[src/rtl/keypad_scanner.sv]
// 4x4 matrix keypad scanner: one-cold column drive, synchronized active-low rows,
// full-scan debounce and a press/release event FSM producing {row,col} key codes.
module keypad_scanner #(
    parameter int SCAN_DIV       = 50000,
    parameter int DEBOUNCE_SCANS = 8
) (
    input  logic       fastclk,
    input  logic       reset,
    input  logic [3:0] row_n,
    output logic [3:0] col_n,
    output logic [3:0] key_code,
    output logic       key_valid,
    output logic       key_held,
    output logic       key_release
);

    localparam int                 DWELL_W    = $clog2(SCAN_DIV);
    localparam logic [DWELL_W-1:0] DWELL_LAST = DWELL_W'(SCAN_DIV - 1);
    localparam logic [DWELL_W-1:0] DWELL_ONE  = DWELL_W'(1);
    localparam logic [3:0]         STABLE_MAX = 4'(DEBOUNCE_SCANS);

    // state        | meaning
    // ST_IDLE      | no key accepted, waiting for a single debounced key
    // ST_PRESSED   | one key accepted and still held
    // ST_WAIT_REL  | ambiguous or changed pattern, waiting for a full release
    typedef enum logic [1:0] {
        ST_IDLE     = 2'd0,
        ST_PRESSED  = 2'd1,
        ST_WAIT_REL = 2'd2
    } state_t;

    logic [3:0]         row_sync1;
    logic [3:0]         row_sync2;
    logic [3:0]         pressed;
    logic [DWELL_W-1:0] dwell;
    logic [1:0]         col_idx;
    logic               dwell_last;
    logic               scan_end;
    logic [15:0]        snapshot;
    logic [15:0]        snap_next;
    logic [15:0]        prev_snapshot;
    logic [15:0]        debounced;
    logic [3:0]         stable_cnt;
    logic [3:0]         stable_next;
    logic               update;

    state_t             state;
    state_t             state_next;
    logic [15:0]        held_pattern;
    logic [15:0]        pattern_next;
    logic [3:0]         code_next;
    logic [3:0]         hit_code;
    logic               one_key;
    logic               valid_next;
    logic               release_next;
    logic               held_next;

    assign pressed    = ~row_sync2;
    assign dwell_last = (dwell == DWELL_LAST);
    assign scan_end   = dwell_last && (col_idx == 2'd3);

    always_comb begin
        col_n          = 4'b1111;
        col_n[col_idx] = 1'b0;
    end

    // Snapshot bit index is col*4 + row, so a column occupies one nibble.
    always_comb begin
        snap_next                        = snapshot;
        snap_next[{col_idx, 2'b00} +: 4] = pressed;
    end

    always_comb begin
        stable_next = 4'd1;
        if (snap_next == prev_snapshot) begin
            stable_next = (stable_cnt == STABLE_MAX) ? STABLE_MAX : stable_cnt + 4'd1;
        end
    end

    always_ff @(posedge fastclk) begin
        if (reset) begin
            row_sync1     <= 4'hF;
            row_sync2     <= 4'hF;
            dwell         <= '0;
            col_idx       <= 2'd0;
            snapshot      <= 16'h0;
            prev_snapshot <= 16'h0;
            debounced     <= 16'h0;
            stable_cnt    <= 4'd0;
            update        <= 1'b0;
        end else begin
            row_sync1 <= row_n;
            row_sync2 <= row_sync1;
            update    <= 1'b0;
            if (dwell_last) begin
                dwell    <= '0;
                col_idx  <= col_idx + 2'd1;
                snapshot <= snap_next;
            end else begin
                dwell <= dwell + DWELL_ONE;
            end
            if (scan_end) begin
                prev_snapshot <= snap_next;
                stable_cnt    <= stable_next;
                // Accept only on the transition into the stable state, not while saturated.
                if ((stable_next == STABLE_MAX) && (stable_cnt != STABLE_MAX)) begin
                    debounced <= snap_next;
                    update    <= 1'b1;
                end
            end
        end
    end

    always_comb begin
        hit_code = 4'h0;
        for (int i = 0; i < 16; i++) begin
            if (debounced[i]) begin
                hit_code = {i[1:0], i[3:2]};
            end
        end
        one_key = (debounced != 16'h0) && ((debounced & (debounced - 16'h1)) == 16'h0);
    end

    always_comb begin
        state_next   = state;
        pattern_next = held_pattern;
        code_next    = key_code;
        valid_next   = 1'b0;
        release_next = 1'b0;
        held_next    = key_held;
        if (update) begin
            case (state)
                ST_IDLE: begin
                    if (one_key) begin
                        code_next    = hit_code;
                        pattern_next = debounced;
                        valid_next   = 1'b1;
                        held_next    = 1'b1;
                        state_next   = ST_PRESSED;
                    end else if (debounced != 16'h0) begin
                        state_next = ST_WAIT_REL;
                    end
                end
                ST_PRESSED: begin
                    if (debounced == 16'h0) begin
                        release_next = 1'b1;
                        held_next    = 1'b0;
                        state_next   = ST_IDLE;
                    end else if (debounced != held_pattern) begin
                        release_next = 1'b1;
                        held_next    = 1'b0;
                        state_next   = ST_WAIT_REL;
                    end
                end
                ST_WAIT_REL: begin
                    if (debounced == 16'h0) begin
                        state_next = ST_IDLE;
                    end
                end
                default: begin
                    held_next  = 1'b0;
                    state_next = ST_IDLE;
                end
            endcase
        end
    end

    always_ff @(posedge fastclk) begin
        if (reset) begin
            state        <= ST_IDLE;
            held_pattern <= 16'h0;
            key_code     <= 4'h0;
            key_valid    <= 1'b0;
            key_held     <= 1'b0;
            key_release  <= 1'b0;
        end else begin
            state        <= state_next;
            held_pattern <= pattern_next;
            key_code     <= code_next;
            key_valid    <= valid_next;
            key_held     <= held_next;
            key_release  <= release_next;
        end
    end

endmodule
[config.mk]
export PLATFORM = sky130hd
export DESIGN_NAME = keypad_scanner
export DESIGN_NICKNAME = d
export VERILOG_FILES = /design/src/rtl/keypad_scanner.sv
export SDC_FILE = /design/constraint.sdc
export NUM_CORES = 1
export LEC_CHECK = 0
export ABC_AREA = 1
export BUFFER_PORTS_ARGS = -buffer_cell sky130_fd_sc_hd__buf_2
export CORE_MARGIN = 4
export CORE_UTILIZATION = 55
export DETAILED_ROUTE_END_ITERATION = 7
export HOLD_SLACK_MARGIN = 0.06
export PLACE_DENSITY = 0.8
export SLEW_MARGIN = 20
export SYNTH_ARGS = -nofsm -noshare
export SYNTH_HDL_FRONTEND = slang
export SYNTH_SLANG_ARGS = --single-unit
[constraint.sdc]
create_clock -name fastclk -period 5.33 [get_ports fastclk]
set_clock_uncertainty 0.2 [all_clocks]
set_input_delay 0.2665 -clock fastclk [delete_from_list [all_inputs] [get_ports fastclk]]
set_output_delay 0.2665 -clock fastclk [all_outputs]
set_load 0.005 [all_outputs]
[Word-level counts from Yosys, hierarchy flattened]
Cells that the tools add are included.
Operators by class
  magnitude comparators: 2
  divide/modulo/power cells: 0
  multiplexer cells: 34
  multiply operators: 0
  bitwise gates (word level): 8
  add/subtract/negate cells: 5
  reduce and logical (&&, ||, !) cells: 16
  eq/ne operators: 13
  shift operators: 2
Operators by type and width (count)
  $mux W4: 16
  $logic_not A16 Y1: 2
  $add A16 B1 Y16 const B: 1
  $and A16 B16 Y16: 1
  $bwmux W16: 1
  $eq A16 B16 Y1: 1
  $eq A16 B16 Y1 const B: 1
  $ne A16 B16 Y1: 1
  $reduce_bool A16 Y1: 1
  $shift A4 B6 Y16 const A: 1
  $shiftx A4 B6 Y16: 1
  $sub A16 B1 Y16 const B: 1
  $mux W2: 5
  $eq A4 B4 Y1 const B: 2
  $mux W1: 8
  $not A4 Y4: 2
  $reduce_and A4 Y1: 2
  $ne A3 B3 Y1 const B: 2
  $neg A4 Y6: 1
  $pmux W2 S3: 1
  $reduce_or A3 Y1: 2
  $not A1 Y1: 5
  $add A4 B1 Y4 const B: 1
  $eq A2 B2 Y1 const B: 2
  14 further kinds: 19
Storage, ports and cells
  memories kept: 0
  register bits after elaboration: 104
  output and inout bits: 11
  bits in latches: 0
  input port bits: 6
  bits in writable memories: 0
  word-level logic and storage cells: 95
  ROM bits: 0

[Logic depth before layout (Yosys ltp)]
  depth in word-level cells: 15
  mapped depth: 19
  mapped depth without buffers: 18

[Worst setup path after synthesis]
No wires, ideal clock.
  path type: reg-to-reg
  from: register col_idx[0]
  to: register debounced[6]
  library setup time: 113 ps
  buffers on the path: 1
  setup slack: 2785 ps
  data arrival time: 2232 ps
  data required time: 5017 ps
  clock period less this slack: 2545 ps
  cell stages (with the launch flop): 18
  path through: dfxtp_1 > inv_2 > ha_1 > inv_1 > nand2_1 > nor2_2 > nand2_1 > nand3_1 > nand2_1 > nor2_1 > nand2_1 > nor2_4 > nand3_2 > nor2_4 > buf_6 > nand3_1 > nand2_1 > nor2_1
On the way
  cells in the longest elaborated chain, start to end: 8
  elaborated cells between the ends (all ways): 11
  classes of those cells: add/sub (1); eq/ne (3); shift (2); mux (2); reduce/logical (3)
RTL lines
  start, declared: line 36  | logic [1:0] col_idx;
  start signal, assigned: line 97  | col_idx <= col_idx + 2'd1;
  $neg A4 Y6: line 70  | snap_next[{col_idx, 2'b00} +: 4] = pressed;
  $shiftx A4 B6 Y16 or $shift A4 B6 Y16 (tied branches): line 70
  $bwmux W16: line 70
  $eq A16 B16 Y1: line 75  | if (snap_next == prev_snapshot) begin
  $mux W4: line 75
  $eq A4 B4 Y1: line 106  | if ((stable_next == STABLE_MAX) && (stable_cnt != STABLE_MAX)) begin
  $logic_and A1 B1 Y1: line 106
  $reduce_and A2 Y1 (no source line)
  end signal, assigned: line 107  | debounced <= snap_next;
  end, declared: line 42  | logic [15:0] debounced;
Several ways; a longest one is shown, not always the timed one.
A chain may end at the register's enable or synchronous reset.

[Final worst setup path]
  from: register col_idx[0]
  to: register debounced[10]
The elaborated chain is that of the path after synthesis.

==> impl_metrics.csv <==
group,metric,value,unit
setup_path,critPathSlowestCell,"dfxtp_1",
setup_path,worst_path_largest_cell_delay,0.45,ns
cts,numCtsBuffers,9,
yosys,yosys_warnings,0,
sta,slew_violations,0,
yosys,synthTopCellsByArea,"dfxtp_1 39%, nand2_1 12%, nor2_1 8.2%",
yosys,syn_avg_cell_area,6.85,µm²
cts,cts-htree-levels,3,
grt,antenna_found_initial,0,
placed_design,dpl.hpwl,8.62,mm
cts,cts.reportedPaths.clkPinSlew,0.10,ns
sta,worstMarginPinSlew,1.07,ns
die,fp.coreArea,9330,µm²
cts,cts_tree,"yes",
power_and_ir_drop,leakagePower,2.38,nW
power_and_ir_drop,worst_ir_drop_vdd,0.317,mV
cts,clkLatencyLatePin,0.37,ns
cts,cts_resized,0,
min_path,worstHoldPathType,"reg -> reg",
die,core.rowCount,35,
yosys,synthCells,779,
sta,finalSetupViolCount,0,
cells_and_area,syn_to_final_growth,7.53,%
setup_path,cp_data_required_time,5.40,ns
cells_and_area,finish.instance_area,5740,µm²
sta,period_needed,3.14,ns
setup_path,end_kind,"flip-flop",
cells_and_area,finish.utilization,61.5,%
cts,clockRootBuffer,"clkbuf_8",
yosys,synthesis.area,5340,µm²
die,io_pins,17,
cells_and_area,multi_input_area,2730,µm²
sta,report.final.hold_viol_count,0,
power_and_ir_drop,p_switching,0.303,mW
sta,rsz0062_at_grt,"false",
sta,maxSlewHeadroom,28.1,%
route,first_pass_iters,6,
placed_design,placed_cell_area,5440,µm²
cells_and_area,drive_above_1_share,8.49,%
yosys,yosysTopAreaCell,"dfxtp_1",
grt,grt_start_max_net_pins,51,
grt,gr-total-overflow,0,
route,post_drt_wl_per_cell,13.1,µm
placed_design,gp_congestion,0.911,
route,wl,12.1,mm
die,start_util,57.2,%
power_and_ir_drop,seqPwrFrac,55.0,%
run,maxCapViolations,0,
cts,cts.path.max_buffers,2,
setup_path,start_kind,"flip-flop",
placed_design,io_buffers,16,
cells_and_area,antenna_cells,0,
sta,tns,0,ns
sta,finalWorstSetupSlack,2.19,ns
power_and_ir_drop,power.share.clock,42.3,%
setup_path,rrSetupSlack,2.19,ns
status,status,"finished clean",
power_and_ir_drop,pwr_density_cell,248,nW/µm²
cells_and_area,seq_area,2080,µm²
route,ant_nets,0,
yosys,synth_nets,793,
cells_and_area,nets,798,
cells_and_area,final_common_cell,"nand2_1",
route,viasPerCell,5.45,
sta,whs,0.217,ns
die,dieArea,11300,µm²
placed_design,post-place-ws,2.24,ns
yosys,yosysSeqAreaShare,39.0,%
die,die_x,106,µm
setup_path,cp_common_cell,"nand2_1",
power_and_ir_drop,p_int,1.12,mW
yosys,synth_cell_types,43,
sta,fmax,318,MHz
cells_and_area,final_cell_mix,"166 x nand2_1, 117 x nor2_1, 104 x dfxtp_1, 94 x inv_1, 50 x a21oi_1",
yosys,synth_top_area_share,39.0,%
setup_path,path_class,"reg -> reg",
grt,grt_pass1_wl,20.6,mm
route,drcViolationCount,0,
setup_path,critPathArrivalTime,3.22,ns
setup_path,cp_cell_sequence,"inv_2, ha_1, nor2_1, nand2_1, nand2_2, nand2_1, nand2_1, nand2_1, nor2_1, nand2_1, nor2_4, nand3_2, nor2_4, nand3_1, nand2_1, nor2_1",
route,vias,5007,
cells_and_area,fillers,861,
cts,cts.sinks,104,
die,die_h,106,µm
setup_path,cp_max_fo,16,
power_and_ir_drop,comb_power_share,2.6,%
sta,post-route-period-util,58.9,%
grt,grt_pass1_vias,4654,
grt,grt_usage,22.0,%
route,drt_iter0_markers,412,
power_and_ir_drop,switching_share,21.3,%
yosys,ys_ff_latch,104,
repair_timing:
action,4_1_cts,5_1_grt
hold buffers,4,0
hold endpoints to repair,4,0
setup buffers,0,0
cell type report:
cell class | instances | share of cell area (%)
clock buffers | 10 | 2.40
clock inverters | 6 | 2.01
inverters | 100 | 6.59
multi-input cells | 547 | 47.5
flip-flops and latches | 104 | 36.3
well taps | 129 | 2.81
repair buffers | 22 | 2.36
routing by layer:
metal / vias to the layer above / wire, µm / track usage, %
met5: - / 0 / 0
met4: 0 / 332 / 8.22
met1: 2270 / 5240 / 26.8
met2: 169 / 5830 / 37.9
met3: 39 / 669 / 4.68
li1: 2529 / - / -
power groups by stage:
stage	registers (mW)	clock network, mW	logic (mW)
6_report	0.784	0.603	0.0372
2_1_floorplan	0.801	0	0.0260
3_5_place_dp	0.802	0	0.0344
3_3_place_gp	0.802	0	0.0330
5_1_grt	0.784	0.642	0.0420
4_1_cts	0.784	0.612	0.0369
through the flow:
stage | power [mW] | instances
3_5_place_dp | 0.836 | 898
2_1_floorplan | 0.827 | 779
4_1_cts | 1.43 | 918
6_report | 1.42 | 918
5_1_grt | 1.47 | 918
3_3_place_gp | 0.835 | 898
registers in the layout, summed over array words and instances (netlist names):
signal         flops
snapshot          16
key_held           1
update             1
key_release        1
stable_cnt         4
dwell             16
row_sync1          4
row_sync2          4
col_idx            2
debounced         16
key_valid          1
held_pattern      16
key_code           4
prev_snapshot     16
state              2
kinds of logic after synthesis:
kind of cell,synth area share [%]
AND/OR/NAND/NOR,35.2
buffers and inverters,9.85
AO/OA/AOI/OAI,11.2
flip-flops,39.0
XOR/XNOR,2.79
adder cells (fa/ha/maj),1.88
critical path: cells and delay by family (launching register included):
kind                       cells  cell delay [ns]
and+or+nand+nor               14             1.86
adders and majority gates      1             0.38
DFF                            1             0.45
buffers and inverters          1             0.15
worst paths after layout:
check | from | to | depth (start not counted)
max | col_idx[0] | debounced[10] | 16
min | row_sync1[0] | row_sync2[0] | 1
max reg2reg | col_idx[0] | debounced[10] | 16
min reg2reg | row_sync1[0] | row_sync2[0] | 1
cells in the mapped netlist, drive strengths merged:
cell      n
a211oi    3
a21oi    52
a221oi    7
a31o      1
a31oi     1
buf       8
clkbuf   20
clkinv    1
dfxtp   104
ha        8
inv      99
nand2   172
nand3    49
nand3b    2
nand4    31
nor2    124
nor3     21
nor3b     4
nor4      2
o211ai    1
o21ai    40
o221ai    1
o31ai     1
or2       9
or3       1
xnor2    12
xor2      5
Note: power is estimated with default switching activity, not from simulation.
